[config.mk]
export PLATFORM = sky130hd
export DESIGN_NAME = seq_nibble_adder
export DESIGN_NICKNAME = d
export VERILOG_FILES = /design/src/rtl/seq_nibble_adder.sv
export SDC_FILE = /design/constraint.sdc
export NUM_CORES = 1
export LEC_CHECK = 0
export CELL_PAD_IN_SITES_DETAIL_PLACEMENT = 2
export CELL_PAD_IN_SITES_GLOBAL_PLACEMENT = 2
export CORE_MARGIN = 2
export CORE_UTILIZATION = 35
export DETAILED_ROUTE_END_ITERATION = 8
export GPL_TIMING_DRIVEN = 0
export MAX_ROUTING_LAYER = met4
export PLACE_DENSITY = 0.81
export SYNTH_ARGS = -nofsm -noshare
export SYNTH_HDL_FRONTEND = slang
export SYNTH_SLANG_ARGS = --single-unit
[constraint.sdc]
create_clock -name clk -period 5.2 [get_ports clk]
set_input_delay 0.78 -clock clk [delete_from_list [all_inputs] [get_ports clk]]
set_output_delay 0.78 -clock clk [all_outputs]
set_load 0.005 [all_outputs]
[src/rtl/seq_nibble_adder.sv]
`timescale 1ns/1ps
// ---------------------------------------------------------------------------
// seq_nibble_adder
//   Multi-cycle adder for the ALU. Operands are captured on an accepted
//   start and summed one DIGIT-bit digit per clock, least-significant digit
//   first, through a registered carry. Sum and flags publish together on the
//   edge entering DONE and hold until the next operation completes.
//
//   Parameters
//     WIDTH  operand/sum width (multiple of DIGIT)
//     DIGIT  bits added per cycle
//
//   Ports
//     clk    clock, rising edge
//     rst    asynchronous active-high reset
//     start  request, sampled only when not busy (IDLE or DONE)
//     a, b   operands, sampled on the accepted start edge
//     cin    carry-in, sampled on the accepted start edge
//     busy   high while digit steps are in progress
//     done   one-cycle pulse, results newly updated
//     sum    a+b+cin mod 2^WIDTH, held between operations
//     cout   carry out of the MSB
//     ovf    two's-complement overflow
//     zero   sum == 0
// ---------------------------------------------------------------------------

// One digit of the ripple: plain DIGIT-bit add with carry in/out.
module seq_nibble_adder_digit #(
  parameter int DIGIT = 4
) (
  input  logic [DIGIT-1:0] a,
  input  logic [DIGIT-1:0] b,
  input  logic             ci,
  output logic [DIGIT-1:0] s,
  output logic             co
);
  assign {co, s} = (DIGIT+1)'(a) + (DIGIT+1)'(b) + (DIGIT+1)'(ci);
endmodule

module seq_nibble_adder #(
  parameter int WIDTH = 16,
  parameter int DIGIT = 4
) (
  input  logic             clk,
  input  logic             rst,
  input  logic             start,
  input  logic [WIDTH-1:0] a,
  input  logic [WIDTH-1:0] b,
  input  logic             cin,
  output logic             busy,
  output logic             done,
  output logic [WIDTH-1:0] sum,
  output logic             cout,
  output logic             ovf,
  output logic             zero
);
  localparam int STEPS = WIDTH / DIGIT;
  // Counter needs at least one bit even for a single-step configuration.
  localparam int CW    = (STEPS > 1) ? $clog2(STEPS) : 1;

  typedef enum logic [1:0] {IDLE, RUN, DONE} state_t;

  state_t                         state, state_nxt;
  logic [STEPS-1:0][DIGIT-1:0]    opa, opb, psum, psum_nxt;
  logic [CW-1:0]                  k;
  logic                           carry;
  logic                           accept, step, last;
  logic [DIGIT-1:0]               dsum;
  logic                           dcarry;
  logic [WIDTH-1:0]               fsum;

  // Single digit adder shared across steps; the current digit is muxed in.
  seq_nibble_adder_digit #(.DIGIT(DIGIT)) u_digit (
    .a  (opa[k]),
    .b  (opb[k]),
    .ci (carry),
    .s  (dsum),
    .co (dcarry)
  );

  assign last = (k == CW'(STEPS-1));

  // Partial sum with the digit being produced this cycle already merged,
  // so the final step can publish the complete result on the same edge.
  always_comb begin
    psum_nxt    = psum;
    psum_nxt[k] = dsum;
  end
  assign fsum = psum_nxt;

  // Next-state and handshake decode.
  always_comb begin
    state_nxt = state;
    accept    = 1'b0;
    step      = 1'b0;
    case (state)
      IDLE: begin
        if (start) begin
          accept    = 1'b1;
          state_nxt = RUN;
        end
      end
      RUN: begin
        step = 1'b1;
        if (last) state_nxt = DONE;
      end
      DONE: begin
        // A start here chains directly into the next operation.
        if (start) begin
          accept    = 1'b1;
          state_nxt = RUN;
        end else begin
          state_nxt = IDLE;
        end
      end
      default: state_nxt = IDLE;
    endcase
  end

  always_ff @(posedge clk or posedge rst) begin
    if (rst) state <= IDLE;
    else     state <= state_nxt;
  end

  // Datapath: operand capture, digit stepping, carry chain.
  always_ff @(posedge clk or posedge rst) begin
    if (rst) begin
      opa   <= '0;
      opb   <= '0;
      psum  <= '0;
      k     <= '0;
      carry <= 1'b0;
    end else if (accept) begin
      opa   <= a;
      opb   <= b;
      psum  <= '0;
      k     <= '0;
      carry <= cin;
    end else if (step) begin
      psum  <= psum_nxt;
      carry <= dcarry;
      k     <= last ? '0 : k + CW'(1);
    end
  end

  // Published result: touched only on the last step, held otherwise.
  always_ff @(posedge clk or posedge rst) begin
    if (rst) begin
      sum  <= '0;
      cout <= 1'b0;
      ovf  <= 1'b0;
      zero <= 1'b0;
    end else if (step && last) begin
      sum  <= fsum;
      cout <= dcarry;
      ovf  <= (opa[STEPS-1][DIGIT-1] == opb[STEPS-1][DIGIT-1]) &&
              (fsum[WIDTH-1] != opa[STEPS-1][DIGIT-1]);
      zero <= (fsum == '0);
    end
  end

  assign busy = (state == RUN);
  assign done = (state == DONE);

endmodule
Word level (Yosys, flattened, before mapping). Cells that the tools add are included.

Word-level logic and storage cells: 60. Register bits: 72. Memories: 0. RAM bits: 0. Output and inout port bits: 21. ROM bits: 0. Input port bits: 36. Latch bits: 0.

Bitwise operators: 0. Muxes and demuxes: 21. $lt $le $gt $ge: 2. Reduce and logical (&&, ||, !) cells: 8. Shifts and indexed selects: 0. Eq/ne operators: 7. $add $sub $neg: 3. Divide/modulo/power cells: 0. Multiply operators: 0.

Operators with widths (count): two-way mux 16 bit (2); binary-select mux 4 bit (select 2 bit) (2); bitwise mux 16 bit (1); zero test 16 bit (1); two-way mux 4 bit (3); two-way mux 2 bit (5); demux 4 bit (select 2 bit) (1); two-way mux 1 bit (6); case mux 2 bit (3 select lines) (1); adder 4 x 4 -> 5 bit (1); adder 5 x 1 -> 5 bit (1); equality test 2 bit (second input constant) (2); logical AND 1 bit (3); less-than comparator 2 x 3 -> 1 bit (second input constant) (1); adder 2 x 1 -> 2 bit (second input constant) (1); equality test 2 x 1 -> 1 bit (second input constant) (1); greater-or-equal comparator 2 x 1 -> 1 bit (second input constant) (1); zero test 2 bit (1); inequality test 2 x 1 -> 1 bit (second input constant) (1); inequality test 2 bit (second input constant) (1); AND reduction 2 bit (1); nonzero test 2 bit (1); OR reduction 2 bit (1); equality test 1 bit (1); inequality test 1 bit (1).

Logic depth before layout (Yosys ltp).
Word-level depth: 7. Depth in mapped cells: 8. Depth with buffers taken out: 7.

Hierarchy. Synthesis repeated with hierarchy kept, for this count alone.

Cell total of the unflattened synthesis: 338. Area total of the unflattened synthesis: 3414.5 sq um.

Modules (own cells, without submodules): seq_nibble_adder (seq. area each 1801.7 sq um, cells an instance 322, times used 1, area an instance 3270.6 sq um); seq_nibble_adder_digit (seq. area each 0.0 sq um, cells an instance 16, times used 1, area an instance 143.9 sq um).

Worst setup path after synthesis. No wires, ideal clock.

Kind: reg2reg. Start: register k[0]. End: register zero. Buffers on the path: 1. Data required time: 5.105 ns. Clock period less this slack: 3.179 ns. Path slack: 2.021 ns. Arrival time: 3.084 ns. Cell stages (with the launch flop): 9. Library setup time: 0.095 ns. Cell sequence: dfrtp_1 > buf_2 > mux4_2 > fa_1 > fa_1 > xnor2_2 > nor2_1 > or4_1 > o31ai_1.

Longest elaborated chain between the ends: 6. Elaborated cells on any way between the ends: 15. Classes of those cells: add/sub: 2; order compare: 2; eq/ne: 1; mux: 7; reduce/logical: 3.

RTL lines: start: declaration (RTL line 65) `logic [CW-1:0] k;`; start signal: assignment (RTL line 142) `k <= last ? '0 : k + CW'(1);`; binary-select mux 4 bit (select 2 bit) (tied with other cells) (RTL line 74) `.a (opa[k]),`; two-way mux 4 bit (not written as such) (tied with other cells) (RTL line 74); adder 4 x 4 -> 5 bit or two-way mux 4 bit (tied branches) (RTL line 37, 87); adder 5 x 1 -> 5 bit or demux 4 bit (select 2 bit) (tied branches) (RTL line 37, 87); bitwise mux 16 bit (RTL line 87) `psum_nxt[k] = dsum;`; zero test 16 bit (RTL line 158) `zero <= (fsum == '0);`; end signal: assignment (RTL line 158); end: declaration (RTL line 55) `output logic zero`.

Several ways; a longest one is shown, not always the timed one. The select of a mux whose other input is x is not followed. A chain may end at the register's enable or synchronous reset.

Worst setup path after layout. Ends and elaborated chain as after synthesis.

==> results.md <==
- The part of the Yosys area used for sequential elements is between 50% and 60%.
- The count of pins over their slew limit is 0.
- The clock skew is 4.93 ps.
- The first detailed-routing pass took 4 iterations.
- Summed over all layers, the routed wires come to 9290 um.
- In this run the cell area of the synthesized design comes to 0.00326 sq mm.
- The remaining antenna violation count after routing is 0.
- For this configuration, the core starts out at a cell density of 35.6%.
- Dividing the detail-routed via count by the number of cells gives approximately 5.2.
- The overall die area is 0.0101 sq mm.
- The initial antenna violation count is 0.
- The count of port buffers added during placement is between 50 and 60.
- The number of clock sinks is 70.
- The sum of internal, switching and leakage power is 3.09 mW.
- The data arrival time of the critical path is 3860 ps.
- The average cell area after synthesis is 9.82 sq um.
- The later pin in the worst-skew pair is clocked with a latency of 360 ps.
- Internal power comes to roughly 1.7 mW.
- The layout has about 1,000 filler cells.
- The number of buffers and inverters on the critical path is 1.
- The final net count is 444.
- STA classifies the critical path startpoint as a flip-flop.
- The clock-pin slew on the worst setup and hold paths is 70 ps.
- The post-route netlist has 7.21% of its cells at a drive strength greater than 1.
- In this design, the stage delay of the slowest critical-path cell is 580 ps.
- The type of destination of the critical path is a flip-flop.
- The setup path with the least slack is of type reg2reg.
- The classification of the worst-slack hold path is reg2reg.
- The measured slew at the worst slew-check pin is 890 ps.
- The chip width is 101 um.
- The half-perimeter wire length of the detailed placement result is 6770 um.
- For this run, design rule violations remaining after detail routing come to 0.
- The number of standard cells after synthesis is 332.
- The critical path goes through buf_2 -> mux4_2 -> fa_1 -> fa_1 -> xnor2_2 -> nor2_1 -> or4_1 -> o31ai_1.
- The routed length per instance is 18.1 um.
- Row generation in the floorplan step produced 35 rows.
- The via count of the routed design is 2,684.
- The warning count from the yosys run is 0.
- The final core area utilization is 45.2%.
- In this run the count of I/O pins placed on the die edge is 57.
- The most frequently used flop master after synthesis is dfrtp_1.
- The post-cts sizing count is 0.
- Of all nets on the critical path, the largest fanout is 10.
- The worst hold slack is 477 ps.
- The net count of the mapped netlist is roughly 380.
- At the worst endpoint, the required time is 5450 ps.
- The sequential fraction of design power is approximately 30%.
- Of the available clock period, the critical path in the final layout requires 69.3%.
- The post-synthesis to final-layout area growth is 26.9%.
- In this run, synthesis inferred 0 flip-flops with an integrated enable.
- For this block, the initial DRC count from the detailed router was 42.
- TritonCTS built the clock tree.
- The tool flagged a number of max-cap violations equal to 0.
- The top achievable clock speed is 278 MHz.
- The share of power burned in combinational logic is 56.7%.
- The analysis attributes to cell leakage a power of 1.91 nW.
- Synthesis inferred 70 register bits.
- Among the stages of the critical path, the cell type that occurs most often is fa_1.
- The flow ran to the end, and the final reports show no timing, DRC or antenna violations.
- The count of endpoints failing hold in the final timing report is 0.
- For this run the aggregate overflow at the end of global routing stands at 0.
- The maximum vdd ir drop is 0.284 mV.
- Setup total negative slack on the finished layout was measured at 0 ps.
- The number of buffers inserted by post-CTS setup repair is 0.
- On the critical path the largest part of the delay comes from adder cells.
- The first-pass GRT wire length is 15,600 um.
- The number of global-route vias before repair was between 3,000 and 4,000.
- The analysis attributes to net switching a power of 1.39 mW.
- In this run the deepest clock path goes through 2 buffers.
- The floorplan step defined a core boundary enclosing 0.00915 sq mm.
- The count of endpoints failing setup in the final report is 0.
- The clock tree synthesis step divided the H-tree into 3 levels.
- The critical-path cell with the highest stage delay is mux4_2.
- The worst path in the final design needs a cycle of about 3600 ps, including I/O delays and setup.
- The overall die height is 101 um.
- The switching power share of the total is 44.9%.
- The congestion estimate from routability-driven global placement came to between 0.7 and 0.8.
- Entering global routing, the biggest net connects 71 pins.
- Buffers inserted during clock tree synthesis total 9.
- The post-synthesis cell type count is 38.
- The clock network accounts for 13.3% of the total power.
- For this run, asynchronously set or reset flops after synthesis account for 100%.
- Global routing consumed, over all layers together, 21.1% of the routing resources.
- The number of buffers inserted for hold repair after clock tree synthesis is 0.
- Setup repair after global routing left no endpoint under its margin.
- The antenna diode count is 0.
- Power spread over the standard cell area amounts to 747 mW/mm^2.
- The tightest slew margin relative to the limit is 40.7%.
- The root buffer cell chosen for the clock tree is clkbuf_8.
## state kept, by name, summed over array words and instances, names as in the netlist
signal,count
k,2
sum,16
cout,1
ovf,1
zero,1
opb,16
state,2
opa,16
psum,14
carry,1
## layer usage
layer	wire, um	up-vias	track usage, %
li1	-	1257	-
met1	3900	1359	24.1
met2	4890	52	36.2
met3	275	16	3.95
met4	225	0	9.06
met5	0	-	-
## cells in the final DEF, fill, tap and decap left out, types with 2 or more instances in the layout
cell type | Yosys | routed
nand2b_1 | 2 | 2
nor2b_1 | 6 | 6
inv_1 | 5 | 4
nand2_1 | 123 | 123
mux2i_1 | 6 | 6
a32o_1 | 9 | 9
o21ai_0 | 25 | 25
mux4_2 | 8 | 8
fa_1 | 2 | 2
a21o_1 | 3 | 3
a21oi_1 | 3 | 3
buf_2 | 2 | 2
dfrtp_1 | 70 | 70
clkdlybuf4s50_1 | 0 | 56
nor3_1 | 3 | 3
clkbuf_1 | 19 | 20
a22o_1 | 5 | 5
nor2_1 | 9 | 9
ha_1 | 7 | 7
a31oi_1 | 3 | 3
nand3_1 | 4 | 4
clkbuf_8 | 0 | 12
## power by group through the flow
stage                     Combinational (mW)  Sequential [mW]  Clock, mW
after floorplan                         1.14            0.896          0
after global placement                  1.68            0.917          0
after detailed placement                1.77            0.943          0
after CTS                               1.79            0.933      0.423
after global routing                    1.96            0.959      0.442
final                                   1.75            0.930      0.410
## cell families (layout without fill, tap and decap cells)
group / after synthesis / count (layout) / share of synthesized area [%]
compound gates: 56 / 56 / 11.6
xor+xnor: 1 / 1 / 0.499
mux: 15 / 15 / 7.71
flops: 70 / 70 / 53.7
simple gates: 154 / 154 / 19.4
fa+ha+maj: 9 / 9 / 3.91
buf+inv: 27 / 97 / 3.18
## final cells by class
| class | instances | area [sq um] | area share, % |
|---|---|---|---|
| multi-input combinational | 235 | 1410 | 34.0 |
| clock buffer | 13 | 169 | 4.08 |
| buffer | 21 | 81.3 | 1.97 |
| inverter | 6 | 25.0 | 0.605 |
| clock inverter | 1 | 5.00 | 0.121 |
| sequential | 70 | 1750 | 42.3 |
| timing repair buffer | 56 | 561 | 13.5 |
| tap | 111 | 139 | 3.36 |
## worst reg2reg max path: stages (launching register included)
cell	delay [ps]
dfrtp_1	380
buf_2	320
mux4_2	590
fa_1	440
fa_1	440
xnor2_2	430
nor2_1	90
or4_1	520
o31ai_1	290
## worst paths after layout
check                                   start  slack, ps  cells after the start                   end
min in group asynchronous                 rst        960                      2    opb[8]$_DFFE_PP0P_
setup reg to reg             k[0]$_DFFE_PP0P_       1600                      8      zero$_DFFE_PP0P_
setup / recovery             k[0]$_DFFE_PP0P_       1600                      8      zero$_DFFE_PP0P_
hold reg to reg            opa[7]$_DFFE_PP0P_        480                      2    opa[7]$_DFFE_PP0P_
hold / removal             opa[7]$_DFFE_PP0P_        480                      2    opa[7]$_DFFE_PP0P_
max in group asynchronous                 rst       3660                      2  state[0]$_DFFE_PP0P_
## stage by stage
step	setup WS (ps)	std cells	cell area (sq um)
2_1_floorplan	2020	332	3260
3_3_place_gp	1450	499	3960
3_5_place_dp	1540	499	3960
4_1_cts	1540	513	4140
5_1_grt	1390	513	4140
6_report	1600	513	4140
## cells in the mapped netlist (2+ instances only)
master | count | share of area [%]
nand2_1 | 123 | 14
dfrtp_1 | 70 | 54
o21ai_0 | 25 | 3.8
clkbuf_1 | 19 | 2.2
a32o_1 | 9 | 2.8
nor2_1 | 9 | 1.0
mux4_2 | 8 | 5.5
ha_1 | 7 | 2.7
mux2i_1 | 6 | 1.8
nor2b_1 | 6 | 1.2
a22o_1 | 5 | 1.3
inv_1 | 5 | 0.58
nand3_1 | 4 | 0.61
a21o_1 | 3 | 0.69
a21oi_1 | 3 | 0.46
a31oi_1 | 3 | 0.58
nor3_1 | 3 | 0.46
buf_2 | 2 | 0.31
fa_1 | 2 | 1.2
nand2b_1 | 2 | 0.38
(Power assumes the default switching activity.)
